--- src/rtl/rst_seq_ctrl_pkg.sv ---
// rst_seq_ctrl_pkg: FSM state encoding and width helper shared by the reset sequencer.
package rst_seq_ctrl_pkg;
    localparam int ST_W = 3;

    typedef enum logic [ST_W-1:0] {
        ST_ASSERT   = 3'd0,
        ST_WAIT_RDY = 3'd1,
        ST_GAP      = 3'd2,
        ST_DONE     = 3'd3,
        ST_FAULT    = 3'd4
    } state_e;

    // Bits needed to encode 0..n-1, never less than one.
    function automatic int width_of(input int n);
        return (n <= 2) ? 1 : $clog2(n);
    endfunction
endpackage

--- src/rtl/rst_sync_2ff.sv ---
// rst_sync_2ff: W-bit two-flop level synchronizer with asynchronous active-low clear to 0.
module rst_sync_2ff #(
    parameter int W = 1
) (
    input  logic         i_clk,
    input  logic         i_rst_n,
    input  logic [W-1:0] i_d,
    output logic [W-1:0] o_q
);
    logic [W-1:0] meta_q;
    logic [W-1:0] sync_q;

    always_ff @(posedge i_clk or negedge i_rst_n) begin
        if (!i_rst_n) begin
            meta_q <= '0;
            sync_q <= '0;
        end else begin
            meta_q <= i_d;
            sync_q <= meta_q;
        end
    end

    assign o_q = sync_q;
endmodule

--- src/rtl/rst_seq_ctrl.sv ---
// rst_seq_ctrl: holds all domain resets, then releases them in index order gated by each domain's ready.
// Define RST_SEQ_RDY_MON_EN to fault when any ready drops while in DONE.
module rst_seq_ctrl
    import rst_seq_ctrl_pkg::*;
#(
    parameter int N_DOM    = 4,
    parameter int HOLD_CYC = 16,
    parameter int GAP_CYC  = 8,
    parameter int TMO_CYC  = 1024
) (
    input  logic                       i_clk,
    input  logic                       i_rst_n,
    input  logic                       i_sw_rst,
    input  logic [N_DOM-1:0]           i_dom_rdy,
    output logic [N_DOM-1:0]           o_dom_rst,
    output logic                       o_busy,
    output logic                       o_all_ready,
    output logic                       o_fault,
    output logic [width_of(N_DOM)-1:0] o_fault_dom
);
    localparam int IDX_W   = width_of(N_DOM);
    localparam int CNT_MAX = (HOLD_CYC > GAP_CYC) ? ((HOLD_CYC > TMO_CYC) ? HOLD_CYC : TMO_CYC)
                                                  : ((GAP_CYC > TMO_CYC) ? GAP_CYC : TMO_CYC);
    localparam int CNT_W   = width_of(CNT_MAX);
    localparam logic [CNT_W-1:0] HOLD_END = CNT_W'(HOLD_CYC - 1);
    localparam logic [CNT_W-1:0] GAP_END  = CNT_W'(GAP_CYC - 1);
    localparam logic [CNT_W-1:0] TMO_END  = CNT_W'(TMO_CYC - 1);
    localparam logic [IDX_W-1:0] LAST     = IDX_W'(N_DOM - 1);

    state_e             state_q, state_d;
    logic [CNT_W-1:0]   cnt_q, cnt_d;
    logic [IDX_W-1:0]   idx_q, idx_d;
    logic [IDX_W-1:0]   fault_dom_q, fault_dom_d;
    logic [N_DOM-1:0]   dom_rst_q, dom_rst_d;
    logic               fault_q, fault_d;
    logic               all_ready_q, all_ready_d;
    logic [N_DOM-1:0]   rdy_s;

    rst_sync_2ff #(.W(N_DOM)) u_rdy_sync (
        .i_clk   (i_clk),
        .i_rst_n (i_rst_n),
        .i_d     (i_dom_rdy),
        .o_q     (rdy_s)
    );

`ifdef RST_SEQ_RDY_MON_EN
    logic             rdy_drop;
    logic [IDX_W-1:0] drop_idx;

    assign rdy_drop = ~&rdy_s;

    always_comb begin
        drop_idx = '0;
        for (int i = N_DOM - 1; i >= 0; i--)
            if (!rdy_s[i]) drop_idx = IDX_W'(i);
    end
`endif

    always_ff @(posedge i_clk or negedge i_rst_n) begin
        if (!i_rst_n) begin
            state_q     <= ST_ASSERT;
            cnt_q       <= '0;
            idx_q       <= '0;
            dom_rst_q   <= '1;
            fault_q     <= 1'b0;
            fault_dom_q <= '0;
            all_ready_q <= 1'b0;
        end else begin
            state_q     <= state_d;
            cnt_q       <= cnt_d;
            idx_q       <= idx_d;
            dom_rst_q   <= dom_rst_d;
            fault_q     <= fault_d;
            fault_dom_q <= fault_dom_d;
            all_ready_q <= all_ready_d;
        end
    end

    always_comb begin
        state_d = state_q;
        cnt_d   = cnt_q + 1'b1;
        idx_d   = idx_q;
        case (state_q)
            ST_ASSERT: begin
                if (cnt_q == HOLD_END) begin
                    state_d = ST_WAIT_RDY;
                    cnt_d   = '0;
                end
            end
            ST_WAIT_RDY: begin
                // Ready takes priority over a coincident timeout.
                if (rdy_s[idx_q]) begin
                    state_d = ST_GAP;
                    cnt_d   = '0;
                end else if (cnt_q == TMO_END) begin
                    state_d = ST_FAULT;
                    cnt_d   = '0;
                end
            end
            ST_GAP: begin
                if (cnt_q == GAP_END) begin
                    cnt_d   = '0;
                    state_d = (idx_q == LAST) ? ST_DONE : ST_WAIT_RDY;
                    idx_d   = (idx_q == LAST) ? idx_q : idx_q + 1'b1;
                end
            end
            ST_DONE: begin
                cnt_d = '0;
`ifdef RST_SEQ_RDY_MON_EN
                if (rdy_drop) state_d = ST_FAULT;
`endif
            end
            default: cnt_d = '0;
        endcase
        if (i_sw_rst) begin
            state_d = ST_ASSERT;
            cnt_d   = '0;
            idx_d   = '0;
        end
    end

    always_comb begin
        dom_rst_d   = dom_rst_q;
        fault_d     = fault_q;
        fault_dom_d = fault_dom_q;
        // Each WAIT_RDY entry releases exactly the domain being waited on.
        if (state_d == ST_FAULT && state_q != ST_FAULT) begin
            dom_rst_d = '1;
            fault_d   = 1'b1;
`ifdef RST_SEQ_RDY_MON_EN
            fault_dom_d = (state_q == ST_DONE) ? drop_idx : idx_q;
`else
            fault_dom_d = idx_q;
`endif
        end else if (state_d == ST_WAIT_RDY && state_q != ST_WAIT_RDY) begin
            dom_rst_d = dom_rst_q & ~(N_DOM'(1) << idx_d);
        end
        if (i_sw_rst) begin
            dom_rst_d = '1;
            fault_d   = 1'b0;
        end
        all_ready_d = (state_q == ST_DONE) && (state_d == ST_DONE) && (&rdy_s);
    end

    assign o_busy      = (state_q == ST_ASSERT) || (state_q == ST_WAIT_RDY) || (state_q == ST_GAP);
    assign o_dom_rst   = dom_rst_q;
    assign o_all_ready = all_ready_q;
    assign o_fault     = fault_q;
    assign o_fault_dom = fault_dom_q;
endmodule

--- config.mk ---
export PLATFORM = sky130hd
export DESIGN_NAME = rst_seq_ctrl
export DESIGN_NICKNAME = d
export VERILOG_FILES = /design/src/rtl/rst_seq_ctrl_pkg.sv /design/src/rtl/rst_sync_2ff.sv /design/src/rtl/rst_seq_ctrl.sv
export SDC_FILE = /design/constraint.sdc
export NUM_CORES = 1
export LEC_CHECK = 0
export CAP_MARGIN = 15
export CORE_MARGIN = 4
export CORE_UTILIZATION = 55
export CTS_CLUSTER_SIZE = 24
export DETAILED_ROUTE_END_ITERATION = 6
export GPL_TIMING_DRIVEN = 0
export PLACE_DENSITY = 0.77
export SLEW_MARGIN = 20
export SYNTH_ARGS = -nofsm -noshare
export SYNTH_HDL_FRONTEND = slang
export SYNTH_HIERARCHICAL = 1
export SYNTH_SLANG_ARGS = --single-unit
--- constraint.sdc ---
create_clock -name i_clk -period 2.85 [get_ports i_clk]
set_input_delay 0.285 -clock i_clk [delete_from_list [all_inputs] [get_ports i_clk]]
set_output_delay 0.285 -clock i_clk [all_outputs]
set_load 0.1 [all_outputs]
==> insert_results.sql <==
INSERT INTO impl_metrics (metric_group, metric, value, unit) VALUES
('worst_setup_path', 'timing.critical_path.max_delay_family', 'buffers and inverters', ''),
('synth', 'synth_seq_cells', '31', ''),
('clocking', 'post_cts.resized_instances', '0', ''),
('global_route', 'largest_net_degree_at_the_start_of_global_routing', '32', ''),
('floorplan', 'ioPinCount', '16', ''),
('worst_setup_path', 'worstSetupPathType', 'reg -> out', ''),
('final_layout', 'final_core_util', '0.680', ''),
('worst_setup_path', 'reg2regPathDepth', '6', ''),
('sta', 'min_period_over_period', '0.927', ''),
('worst_setup_path', 'worst-endpoint-required', '2.57', 'ns'),
('worst_setup_path', 'critical_path_depth', '3', ''),
('global_route', 'antenna_found_initial', '0', ''),
('drt', 'antenna_violating_nets_post_route', '0', ''),
('clocking', 'number_of_buffers_on_the_longest_clock_path', '2', ''),
('global_route', 'grt.total_usage', '0.181', ''),
('worst_setup_path', 'crit_end', 'o_busy', ''),
('outcome', 'status', 'finished, final reports clean', ''),
('synth', 'fraction_of_the_yosys_area_taken_by_sequential_cells', '0.530', ''),
('worst_hold_path', 'min_path_type', 'in -> reg', ''),
('placement', 'gpl.final_weighted_congestion', '0.805', ''),
('placement', 'io_buffer_count', '14', ''),
('sta', 'fmax', '0.378', 'GHz'),
('global_route', 'grt_first_pass_wirelength', '4690', 'um'),
('worst_setup_path', 'worst-r2r-setup-slack', '0.33', 'ns'),
('worst_setup_path', 'setup.worst_path.start_class', 'flip-flop', ''),
('drt', 'routed-via-count', '1064', ''),
('synth', 'yosysUniqueCellTypes', '41', ''),
('synth', 'most_instantiated_flip_flop_cell_in_the_synthesis_netlist', 'sky130_fd_sc_hd__dfrtp_1', ''),
('final_layout', 'post_route_cells_drive_above_1_share', '0.143', ''),
('clocking', 'cts.htree.levels', '2', ''),
('synth', 'postSynthNetCount', '146', ''),
('worst_setup_path', 'worst-endpoint-arrival', '2.36', 'ns'),
('worst_setup_path', 'cp-end-kind', 'output port', ''),
('synth', 'synth_edf_count', '0', ''),
('sta', 'finalClockSkew', '0.0186', 'ns'),
('sta', 'final.hold.worst_slack', '0.228', 'ns'),
('final_layout', 'area_growth_from_synthesis_to_final_layout', '16.5', '%'),
('drt', 'detail_route.iter0.violations', '50', ''),
('clocking', 'clock_sinks', '31', ''),
('sta', 'setup_total_negative_slack', '0', 'ns'),
('drt', 'route.detailed.vias_per_inst', '5.57', ''),
('power', 'power.density_cell_area', '435', 'nW/um^2'),
('sta', 'finalSetupViolations', '0', ''),
('global_route', 'globalRouteOverflowTotal', '0', ''),
('clocking', 'numCtsBuffers', '5', ''),
('clocking', 'tritoncts', 'built', ''),
('sta', 'report.final.slew_viol_count', '0', ''),
('synth', 'yosys_warnings', '6', ''),
('worst_setup_path', 'crit_slowest_cell', 'sky130_fd_sc_hd__clkdlybuf4s50_1', ''),
('clocking', 'cts.reportedPaths.clkPinSlew', '0.09', 'ns'),
('power', 'vdd.ir_drop.worst', '0.428', 'mV'),
('floorplan', 'placeableCoreArea', '2520', 'sq um'),
('final_layout', 'nNetsFinal', '168', ''),
('synth', 'post_synth_instance_area', '1470', 'sq um'),
('sta', 'fin_crit', '2.64', 'ns'),
('worst_setup_path', 'startpoint', 'state_q[0]', ''),
('synth', 'synthCells', '138', ''),
('worst_setup_path', 'worst_path_largest_cell_delay', '1.15', 'ns'),
('sta', 'tightestPinTransition', '0.980', 'ns'),
('floorplan', 'die-height', '59.7', 'um'),
('floorplan', 'initial_utilization', '0.584', ''),
('drt', 'drt_wl_total', '2720', 'um'),
('placement', 'place.detailed.hpwl', '1960', 'um'),
('sta', 'timing.max_slew.rel_slack', '0.344', ''),
('sta', 'timing_hold_violations_final', '0', ''),
('final_layout', 'antenna_cells', '0', ''),
('worst_setup_path', 'crit-reg2reg-capture', 'o_fault_dom[0]', ''),
('worst_setup_path', 'critical_path.n_buffers_inverters', '2', ''),
('floorplan', 'floorplan.rows', '18', ''),
('worst_setup_path', 'r2r_start', 'cnt_q[0]', ''),
('floorplan', 'die_w', '59.7', 'um');
==> synth_stat cells, types with 3 or more instances <==
cell,count,area (sq um)
sky130_fd_sc_hd__dfrtp_1,27,676
sky130_fd_sc_hd__nor2_1,16,60.1
sky130_fd_sc_hd__nand2_1,11,41.3
sky130_fd_sc_hd__inv_1,8,30.0
sky130_fd_sc_hd__nand3_1,7,35.0
sky130_fd_sc_hd__xor2_1,6,52.6
sky130_fd_sc_hd__a21oi_1,5,25.0
sky130_fd_sc_hd__clkbuf_1,5,18.8
sky130_fd_sc_hd__dfstp_2,4,105
sky130_fd_sc_hd__xnor2_1,4,35.0
sky130_fd_sc_hd__a31oi_1,3,18.8
sky130_fd_sc_hd__nand4_1,3,18.8
sky130_fd_sc_hd__nor3_1,3,15.0
sky130_fd_sc_hd__nor4_1,3,18.8
==> kinds of logic after synthesis <==
family,count (synthesis),synth area share
adders and majority gates,1,0.00849
buffers and inverters,15,0.0459
xor gates and xnor gates,10,0.0595
DFF,31,0.530
AOI/OAI and AO/OA,22,0.127
muxes,3,0.0306
and+or+nand+nor,56,0.199
==> routing by layer <==
layer,wire length (um),vias to the layer above,share of wire,GRT usage
li1,-,525,-,-
met3,112,2,0.041,0.0691
met4,14,0,0.0051,0.0759
met5,0,-,0,0
met1,1270,517,0.47,0.244
met2,1320,20,0.49,0.259
==> power breakdown <==
part	internal (mW)	switching [mW]	leakage (nW)	total (mW)
registers	0.449	0.00565	0.398	0.455
clock network	0.119	0.139	0.0353	0.258
logic	0.0133	0.0195	0.292	0.0328
total	0.582	0.164	0.725	0.746
==> state kept, by name (all words and copies together) (netlist names) <==
name	count
idx_q	2
o_fault_dom	2
o_dom_rst	4
state_q	3
cnt_q	10
o_fault	1
u_rdy_sync/meta_q	4
u_rdy_sync/o_q	4
o_all_ready	1
==> layout by cell type (no fill, tap or decap), types with 2 or more instances in the layout <==
cell type,instances
sky130_fd_sc_hd__xor2_1,6
sky130_fd_sc_hd__and2_1,2
sky130_fd_sc_hd__inv_1,8
sky130_fd_sc_hd__dfstp_2,4
sky130_fd_sc_hd__nand2b_1,2
sky130_fd_sc_hd__dfrtp_1,27
sky130_fd_sc_hd__nor2_1,16
sky130_fd_sc_hd__o31ai_1,2
sky130_fd_sc_hd__nor4_1,3
sky130_fd_sc_hd__xnor2_1,4
sky130_fd_sc_hd__a31oi_1,3
sky130_fd_sc_hd__nand3_1,7
sky130_fd_sc_hd__a21oi_1,5
sky130_fd_sc_hd__o41ai_1,2
sky130_fd_sc_hd__clkdlybuf4s50_1,13
sky130_fd_sc_hd__clkbuf_1,6
sky130_fd_sc_hd__nand4_1,3
sky130_fd_sc_hd__nor2b_1,2
sky130_fd_sc_hd__clkbuf_4,6
sky130_fd_sc_hd__nand2_1,11
sky130_fd_sc_hd__nor3_1,3
sky130_fd_sc_hd__mux2_1,2
==> through the flow <==
stage / area [sq um] / setup WS [ns] / std cells
after floorplan: 1470 / 0.469 / 138
after global placement: 1650 / 0.402 / 182
after detailed placement: 1650 / 0.368 / 182
after CTS: 1720 / 0.196 / 191
after global routing: 1720 / 0.0644 / 191
final: 1720 / 0.207 / 191
==> repair_timing <==
item,CTS,global route
hold endpoints to repair,21,0
buffers inserted,0,0
hold buffers,1,0
==> layout make-up <==
class,count,area (sq um)
buffer,7,37.5
clock buffer,7,55.1
clock inverter,1,5.00
fill,206,807
inverter,8,30.0
multi-input combinational,92,624
sequential,31,781
tap,30,37.5
timing repair buffer,15,145
==> how the worst min path moves through the flow <==
stage                    startpoint                end  slack (ns)  depth (start not counted)
4_1_cts                    i_sw_rst            o_fault        0.21                          2
3_5_place_dp   u_rdy_sync/meta_q[0]  u_rdy_sync/o_q[0]        0.34                          0
6_report                   i_sw_rst            o_fault        0.23                          2
5_1_grt                    i_sw_rst           idx_q[1]        0.21                          2
2_1_floorplan               i_rst_n           cnt_q[0]       -0.01                          0
3_3_place_gp   u_rdy_sync/meta_q[0]  u_rdy_sync/o_q[0]        0.33                          0
Note: power is estimated with default switching activity, not from simulation.
